$ cat config.mk
export PLATFORM = sky130hd
export DESIGN_NAME = hamming_univ_reg
export DESIGN_NICKNAME = d
export VERILOG_FILES = /design/src/rtl/hamming_univ_pkg.sv /design/src/rtl/hamming_secded_dec.sv /design/src/rtl/hamming_univ_reg.sv
export SDC_FILE = /design/constraint.sdc
export NUM_CORES = 1
export LEC_CHECK = 0
export BUFFER_PORTS_ARGS = -buffer_cell sky130_fd_sc_hd__buf_2
export CAP_MARGIN = 40
export CORE_AREA = 2 2 69 71
export CTS_CLUSTER_DIAMETER = 120
export DETAILED_ROUTE_END_ITERATION = 16
export DIE_AREA = 0 0 71 73
export PLACE_DENSITY = 0.72
export REMOVE_ABC_BUFFERS = 1
export SLEW_MARGIN = 20
export SYNTH_ARGS = -nofsm -noshare
export SYNTH_HDL_FRONTEND = slang
export SYNTH_SLANG_ARGS = --single-unit
$ cat constraint.sdc
create_clock -name clk -period 4.1 [get_ports clk]
set_clock_uncertainty 0.15 [all_clocks]
set_input_delay 1.025 -clock clk [delete_from_list [all_inputs] [get_ports clk]]
set_output_delay 1.025 -clock clk [all_outputs]
set_load 0.01 [all_outputs]
$ cat src/rtl/hamming_univ_pkg.sv
// rtl/hamming_univ_pkg.sv - shared types, sizing and SEC-DED encoder for hamming_univ_reg
package hamming_univ_pkg;

  typedef enum logic [1:0] {
    MODE_SISO = 2'b00,
    MODE_SIPO = 2'b01,
    MODE_PISO = 2'b10,
    MODE_PIPO = 2'b11
  } mode_e;

  localparam int MAX_W       = 64;
  localparam int MAX_PAR     = 7;
  localparam int MAX_CW      = MAX_W + MAX_PAR + 1;
  localparam int OVERALL_POS = 0;

  function automatic int par_bits(input int width);
    int res;
    res = MAX_PAR;
    for (int r = MAX_PAR; r >= 1; r--)
      if ((1 << r) >= width + r + 1) res = r;
    return res;
  endfunction

  function automatic bit is_pow2(input int pos);
    return (pos & (pos - 1)) == 0;
  endfunction

  // Data fills non-power-of-two positions LSB-first; index 0 is overall parity.
  function automatic logic [MAX_CW-1:0] encode(input logic [MAX_W-1:0] data, input int width);
    logic [MAX_CW-1:0] c;
    logic              p;
    int                k;
    int                npar;
    int                cw;
    npar = par_bits(width);
    cw   = width + npar + 1;
    c    = '0;
    k    = 0;
    for (int pos = 1; pos < MAX_CW; pos++) begin
      if (pos < cw && !is_pow2(pos)) begin
        c[pos] = data[k];
        k++;
      end
    end
    for (int i = 0; i < MAX_PAR; i++) begin
      if (i < npar) begin
        p = 1'b0;
        for (int pos = 1; pos < MAX_CW; pos++)
          if (((pos >> i) & 1) == 1) p = p ^ c[pos];
        c[1 << i] = p;
      end
    end
    c[OVERALL_POS] = ^c;
    return c;
  endfunction

endpackage

$ cat src/rtl/hamming_secded_dec.sv
// rtl/hamming_secded_dec.sv - combinational extended-Hamming SEC-DED decoder
module hamming_secded_dec import hamming_univ_pkg::*; #(
  parameter int  WIDTH = 8,
  localparam int PAR   = par_bits(WIDTH),
  localparam int CW    = WIDTH + PAR + 1
) (
  input  logic [CW-1:0]    cw,
  output logic [WIDTH-1:0] d,
  output logic             sec_err,
  output logic             ded_err
);

  logic [PAR-1:0] syn;
  logic           par_mis;
  logic [CW-1:0]  fixed;
  int             k;

  always_comb begin
    syn = '0;
    for (int i = 1; i < CW; i++)
      if (cw[i]) syn = syn ^ PAR'(i);
    par_mis = ^cw;
    sec_err = par_mis;
    ded_err = !par_mis && (syn != '0);
    // A zero syndrome with parity mismatch means only the overall parity bit flipped.
    fixed = cw;
    if (par_mis && syn != '0)
      for (int i = 1; i < CW; i++)
        if (PAR'(i) == syn) fixed[i] = ~fixed[i];
    d = '0;
    k = 0;
    for (int pos = 1; pos < CW; pos++) begin
      if (!is_pow2(pos)) begin
        d[k] = fixed[pos];
        k++;
      end
    end
  end

endmodule

$ cat src/rtl/hamming_univ_reg.sv
// rtl/hamming_univ_reg.sv - universal shift register with SEC-DED protected state, scrub and fault injection
module hamming_univ_reg import hamming_univ_pkg::*; #(
  parameter int  WIDTH = 8,
  parameter int  CNT_W = 8,
  localparam int PAR   = par_bits(WIDTH),
  localparam int CW    = WIDTH + PAR + 1
) (
  input  logic             clk,
  input  logic             rst,
  input  logic             enable,
  input  logic [1:0]       mode,
  input  logic             shift_left,
  input  logic             load,
  input  logic             serial_in,
  input  logic [WIDTH-1:0] parallel_in,
  input  logic             scrub_en,
  input  logic             inj_en,
  input  logic [CW-1:0]    inj_mask,
  input  logic             err_clr,
  output logic             serial_out,
  output logic [WIDTH-1:0] parallel_out,
  output logic             sec_err,
  output logic             ded_err,
  output logic             ded_flag,
  output logic [CNT_W-1:0] sec_cnt
);

  logic [CW-1:0]    cw_q;
  logic [CW-1:0]    cw_next;
  logic [WIDTH-1:0] d;
  logic [WIDTH-1:0] shifted;
  logic [WIDTH-1:0] next_data;
  logic             ins_bit;
  logic             commit;
  logic             count;

  hamming_secded_dec #(.WIDTH(WIDTH)) u_dec (
    .cw      (cw_q),
    .d       (d),
    .sec_err (sec_err),
    .ded_err (ded_err)
  );

  assign serial_out   = shift_left ? d[WIDTH-1] : d[0];
  assign parallel_out = d;

  always_comb begin
    ins_bit   = (mode_e'(mode) == MODE_PISO) ? 1'b0 : serial_in;
    shifted   = shift_left ? {d[WIDTH-2:0], ins_bit} : {ins_bit, d[WIDTH-1:1]};
    next_data = d;
    case (mode_e'(mode))
      MODE_SISO, MODE_SIPO: next_data = shifted;
      MODE_PISO:            next_data = load ? parallel_in : shifted;
      MODE_PIPO:            next_data = load ? parallel_in : d;
      default:              next_data = d;
    endcase
    // Idle cycles only rewrite the word when a correctable error is being scrubbed.
    commit  = enable | (scrub_en & sec_err & ~ded_err);
    count   = sec_err & commit;
    cw_next = commit ? CW'(encode(MAX_W'(enable ? next_data : d), WIDTH)) : cw_q;
    if (inj_en) cw_next = cw_next ^ inj_mask;
  end

  always_ff @(posedge clk or posedge rst) begin
    if (rst) begin
      cw_q     <= '0;
      ded_flag <= 1'b0;
      sec_cnt  <= '0;
    end else begin
      cw_q     <= cw_next;
      ded_flag <= (ded_flag & ~err_clr) | ded_err;
      if (err_clr)
        sec_cnt <= CNT_W'(count);
      else if (count && sec_cnt != '1)
        sec_cnt <= sec_cnt + 1'b1;
    end
  end

endmodule

==> impl_metrics.ini, run 1 <==
[die]
fp.dieH_um = 73
core-area_um2 = 4540
chipWidth_um = 71
die-area_um2 = 5180
num_rows = 25
ios = 52
initial_core_util_pct = 47.4

[worst_hold_path]
hold_path_depth = 1
worstHoldPathType = reg -> reg

[worst_setup_path]
startpoint_type = flip-flop
critPathArrivalTime_ns = 2.59
critPathMaxFanout = 6
r2r_cells = 11
crit_required_ns = 2.92
crit_type = reg -> out
end_kind = primary output

[clock_tree]
numCtsBuffers = 3
clockBufferDepth = 2
insertion_delay_ns = 0.27
cts_resized = 0
cts_setup_buffers = 0
cts.root.buffer_cell = clkbuf_8
h-tree-depth = 1
clk_pin_slew_ns = 0.08
cts_hold_buf = 0
cts.sinks = 22
cts_tree = yes

[placed_design]
place_area_um2 = 2460
gp_congestion = 0.888
dp_hpwl_um = 4030
port_buffers = 51

[grt]
grtUsageTotal_pct = 20.3
grt_pass1_vias = 1695
grt-ovfl-total = 0
antenna_found_initial = 0
grt_start_max_net_pins = 21
grt_pass1_wl_um = 8200

[cells_and_area]
area_growth_pct = 16.0
antenna_cells = 0
nets = 321
drive_above_1_share_pct = 27.6
fin_area_um2 = 2500

[synthesis]
synth_area_per_cell_um2 = 8.97
ys.flop_type = dfrtp_1
yosys.area.top_type_share_pct = 25.6
syn_area_um2 = 2150
synth_top_area_cell = dfrtp_1
netlist_instances = 240
synth-async-reset-ratio_pct = 100
yosysSeqAreaShare_pct = 25.6
synth_edf_count = 0
ys_types = 55
synth-seq-cells = 22
synthTopCellsByArea = dfrtp_1 (26%), xnor2_1 (12%), xor2_1 (6.5%)
ys.warnings.count = 0

[job]
maxCapViolCount = 0

[sta]
clock.fmax_mhz = 266
drv_slew = 0
fin_crit_ns = 3.77
finalSetupViolCount = 0
worst_slew_pin_slew_ns = 0.598
finalCritPeriodShare_pct = 91.8
relSlewSlack_pct = 59.8
grt_setup_unrepaired = false
tns_ns = 0
finalHoldViolCount = 0

[routing]
antenna_left = 0
drt-pass1-iter-count = 4
vias = 1849
viasPerCell = 5.44
drc = 0
drt_iter0_markers = 104
wl_um = 4990
wire_per_inst_um = 14.7

[outcome]
outcome = complete, no violations
[layout by cell type, fill, tap and decap left out, types with 3 or more instances in the layout]
| cell type | n |
|---|---|
| a21oi_1 | 4 |
| and3_1 | 3 |
| buf_2 | 51 |
| clkbuf_8 | 3 |
| dfrtp_1 | 22 |
| inv_1 | 7 |
| mux2i_1 | 12 |
| nand2_1 | 37 |
| nand3_1 | 3 |
| nand4_1 | 4 |
| nor2_1 | 16 |
| o21ai_0 | 10 |
| o21ai_1 | 5 |
| o22ai_1 | 4 |
| xnor2_1 | 29 |
| xnor3_1 | 4 |
| xor2_1 | 16 |
| xor2_2 | 7 |
[cells in the mapped netlist, types with 3 or more instances]
cell and number:
a21oi_1 4, and3_1 3, buf_2 3, clkbuf_1 6
dfrtp_1 22, inv_1 7, mux2i_1 12, nand2_1 37
nand3_1 3, nand4_1 4, nor2_1 16, o21ai_0 10
o21ai_1 5, o22ai_1 4, xnor2_1 29, xnor3_1 4
xor2_1 16, xor2_2 7
[cell type report]
cell class | instances | area [µm²]
multi-input combinational | 199 | 1520
inverter | 8 | 30.0
timing repair buffer | 54 | 285
clock buffer | 3 | 41.3
fill | 407 | 2040
sequential | 22 | 551
tap | 54 | 67.6
[sequential cells by signal (all words and copies together), names as in the netlist]
signal and flops:
sec_cnt 8, cw_q 13, ded_flag 1
[per-layer routing]
layer / share of wire, % / up-vias / global-route usage [%]
met3: 4.3 / 7 / 2.49
li1: - / 916 / -
met4: 1.7 / 0 / 5.87
met5: 0 / - / 0
met2: 48 / 51 / 31.8
met1: 46 / 875 / 29.6
[through the flow]
| stage | hold WS (ns) | cells | worst slack, ns | util [%] |
|---|---|---|---|---|
| 2_1_floorplan | 0.371 | 229 | 0.702 | - |
| 3_3_place_gp | 0.312 | 336 | 0.374 | 53.8 |
| 3_5_place_dp | 0.317 | 337 | 0.366 | 54.2 |
| 4_1_cts | 0.337 | 340 | 0.331 | 55.1 |
| 5_1_grt | 0.354 | 340 | 0.0860 | 55.1 |
| 6_report | 0.331 | 340 | 0.334 | 55.1 |
[worst max-delay path, cell delays in order, from the launching register on]
cell      delay (ns)
dfrtp_1         0.46
xor2_2          0.30
xnor3_2         0.55
nor2_2          0.14
a21boi_1        0.23
xor2_1          0.32
nor2_1          0.08
a21oi_1         0.12
buf_2           0.14
[worst paths after layout]
| kind | startpoint | end | slack, ns |
|---|---|---|---|
| worst max-delay path | cw_q[3] | serial_out | 0.33 |
| worst min-delay path | ded_flag | ded_flag | 0.33 |
| worst max register to register | cw_q[5] | cw_q[0] | 0.34 |
| worst min register to register | ded_flag | ded_flag | 0.33 |
| max in group asynchronous | rst | sec_cnt[0] | 2.75 |
| min in group asynchronous | rst | cw_q[0] | 0.61 |
[cells by family after synthesis]
logic type	count (synthesis)	share of synthesized area [%]
compound gates	50	16.5
flops	22	25.6
mux	12	5.58
simple gates	76	16.6
buf+inv	19	3.66
xor+xnor	60	31.5
fa+ha+maj	1	0.581
Power of run 1 is left out: the tool's default activity adds up to more than one toggle a clock period on the data nets, which glitch-free logic cannot reach.
==> run 2: changes to the inputs <==
--- a/config.mk
+++ b/config.mk
@@ -7,10 +7,10 @@
 export LEC_CHECK = 0
 export BUFFER_PORTS_ARGS = -buffer_cell sky130_fd_sc_hd__buf_2
 export CAP_MARGIN = 40
-export CORE_AREA = 2 2 69 71
+export CORE_AREA = 2 2 88 56
 export CTS_CLUSTER_DIAMETER = 120
 export DETAILED_ROUTE_END_ITERATION = 16
-export DIE_AREA = 0 0 71 73
+export DIE_AREA = 0 0 90 58
 export PLACE_DENSITY = 0.72
 export REMOVE_ABC_BUFFERS = 1
 export SLEW_MARGIN = 20
==> impl_metrics.ini, run 2 (synthesis results as in run 1) <==
[grt]
grt_start_max_net_pins = 21
grt-ovfl-total = 0
grt_pass1_vias = 1779
grtUsageTotal_pct = 21.6
grt_pass1_wl_um = 8730
antenna_found_initial = 0

[cells_and_area]
antenna_cells = 0
reg_top3 = cw_q (13), sec_cnt (8), ded_flag (1)
nets = 322
final_cell_mix = buf_2 (51), nand2_1 (37), xnor2_1 (29)
area_growth_pct = 18.1
drive_above_1_share_pct = 28.1
layout_commonest_cell = buf_2
largest-register = cw_q
largest_reg_flops = 13

[sta]
finalCritPeriodShare_pct = 95.2
finalSetupViolCount = 0
drv_slew = 0
fin_crit_ns = 3.90
grt_setup_unrepaired = false
clock.fmax_mhz = 256
worst_slew_pin_slew_ns = 0.682
relSlewSlack_pct = 54.2
finalHoldViolCount = 0
tns_ns = 0

[die]
num_rows = 19
fp.dieH_um = 58
chipWidth_um = 90
ios = 52
initial_core_util_pct = 48.7
die-area_um2 = 5220
core-area_um2 = 4420

[worst_setup_path]
startpoint_type = flip-flop
crit_type = reg -> reg
crit_required_ns = 4.15
critPathArrivalTime_ns = 3.95
end_kind = flip-flop
critPathMaxFanout = 6
r2r_slack_ns = 0.20

[clock_tree]
clockBufferDepth = 2
cts.root.buffer_cell = clkbuf_8
h-tree-depth = 1
numCtsBuffers = 3
cts.sinks = 22
cts_hold_buf = 0
cts_setup_buffers = 0
cts_resized = 0
clk_pin_slew_ns = 0.09
insertion_delay_ns = 0.27
cts_tree = yes

[routing]
antenna_left = 0
drt-pass1-iter-count = 5
viasPerCell = 5.37
wire_per_inst_um = 15.4
drc = 0
wl_um = 5400
drt_iter0_markers = 203
vias = 1886

[placed_design]
gp_congestion = 0.958
dp_hpwl_um = 4340
port_buffers = 51

[outcome]
outcome = complete, no violations

[worst_hold_path]
worstHoldPathType = reg -> reg

[job]
maxCapViolCount = 0
## run 2: cell count changes in the layout (fill, tap and decap cells not counted)
cell / delta
buf_8: -1
clkbuf_8: +1
buf_4: +1
buf_16: +1
## run 2: per-stage QoR
step / hold WS (ns) / area, µm² / util [%] / worst slack (ns) / instances
2_1_floorplan: 0.371 / 2100 / - / 0.702 / 229
3_3_place_gp: 0.313 / 2460 / 55.6 / 0.305 / 346
3_5_place_dp: 0.313 / 2490 / 56.3 / 0.340 / 347
4_1_cts: 0.331 / 2540 / 57.5 / 0.308 / 351
5_1_grt: 0.374 / 2540 / 57.5 / 0.0530 / 351
6_report: 0.326 / 2540 / 57.5 / 0.198 / 351
## run 2: worst max-delay path, cell delays in order, from the launching register on
cell and delay, ns:
dfrtp_1 0.49, xnor2_1 0.21, xnor2_1 0.59, nand4_2 0.27, a21oi_2 0.29, xor2_2 0.30
mux2i_1 0.16, a221o_1 0.40, xor2_1 0.26, xnor3_1 0.44, o21ai_1 0.16, xnor2_1 0.13
## run 2: per-layer routing
layer / GRT usage, % / vias to the layer above / part of all wire (%) / routed length [µm]
li1: - / 918 / - / -
met1: 33.2 / 903 / 49 / 2670
met4: 4.18 / 0 / 0.33 / 18
met5: 0 / - / 0 / 0
met3: 5.20 / 2 / 7.6 / 412
met2: 31.0 / 63 / 43 / 2300
## run 2: path summary, 6_finish.rpt
| kind | end | cells past startpoint | start |
|---|---|---|---|
| setup / recovery | cw_q[0] | 11 | cw_q[7] |
| hold / removal | ded_flag | 1 | ded_flag |
| setup reg to reg | cw_q[0] | 11 | cw_q[7] |
| hold reg to reg | ded_flag | 1 | ded_flag |
| max in group asynchronous | cw_q[11] | 3 | rst |
| min in group asynchronous | cw_q[0] | 2 | rst |
## run 2: final cells by class
cell class / instances / area (µm²)
inverters: 8 / 30.0
repair buffers: 55 / 305
flip-flops and latches: 22 / 551
fillers: 412 / 1880
multi-input cells: 199 / 1520
clock buffers: 4 / 55.1
well taps: 63 / 78.8
Power of run 2 is left out for the same reason.
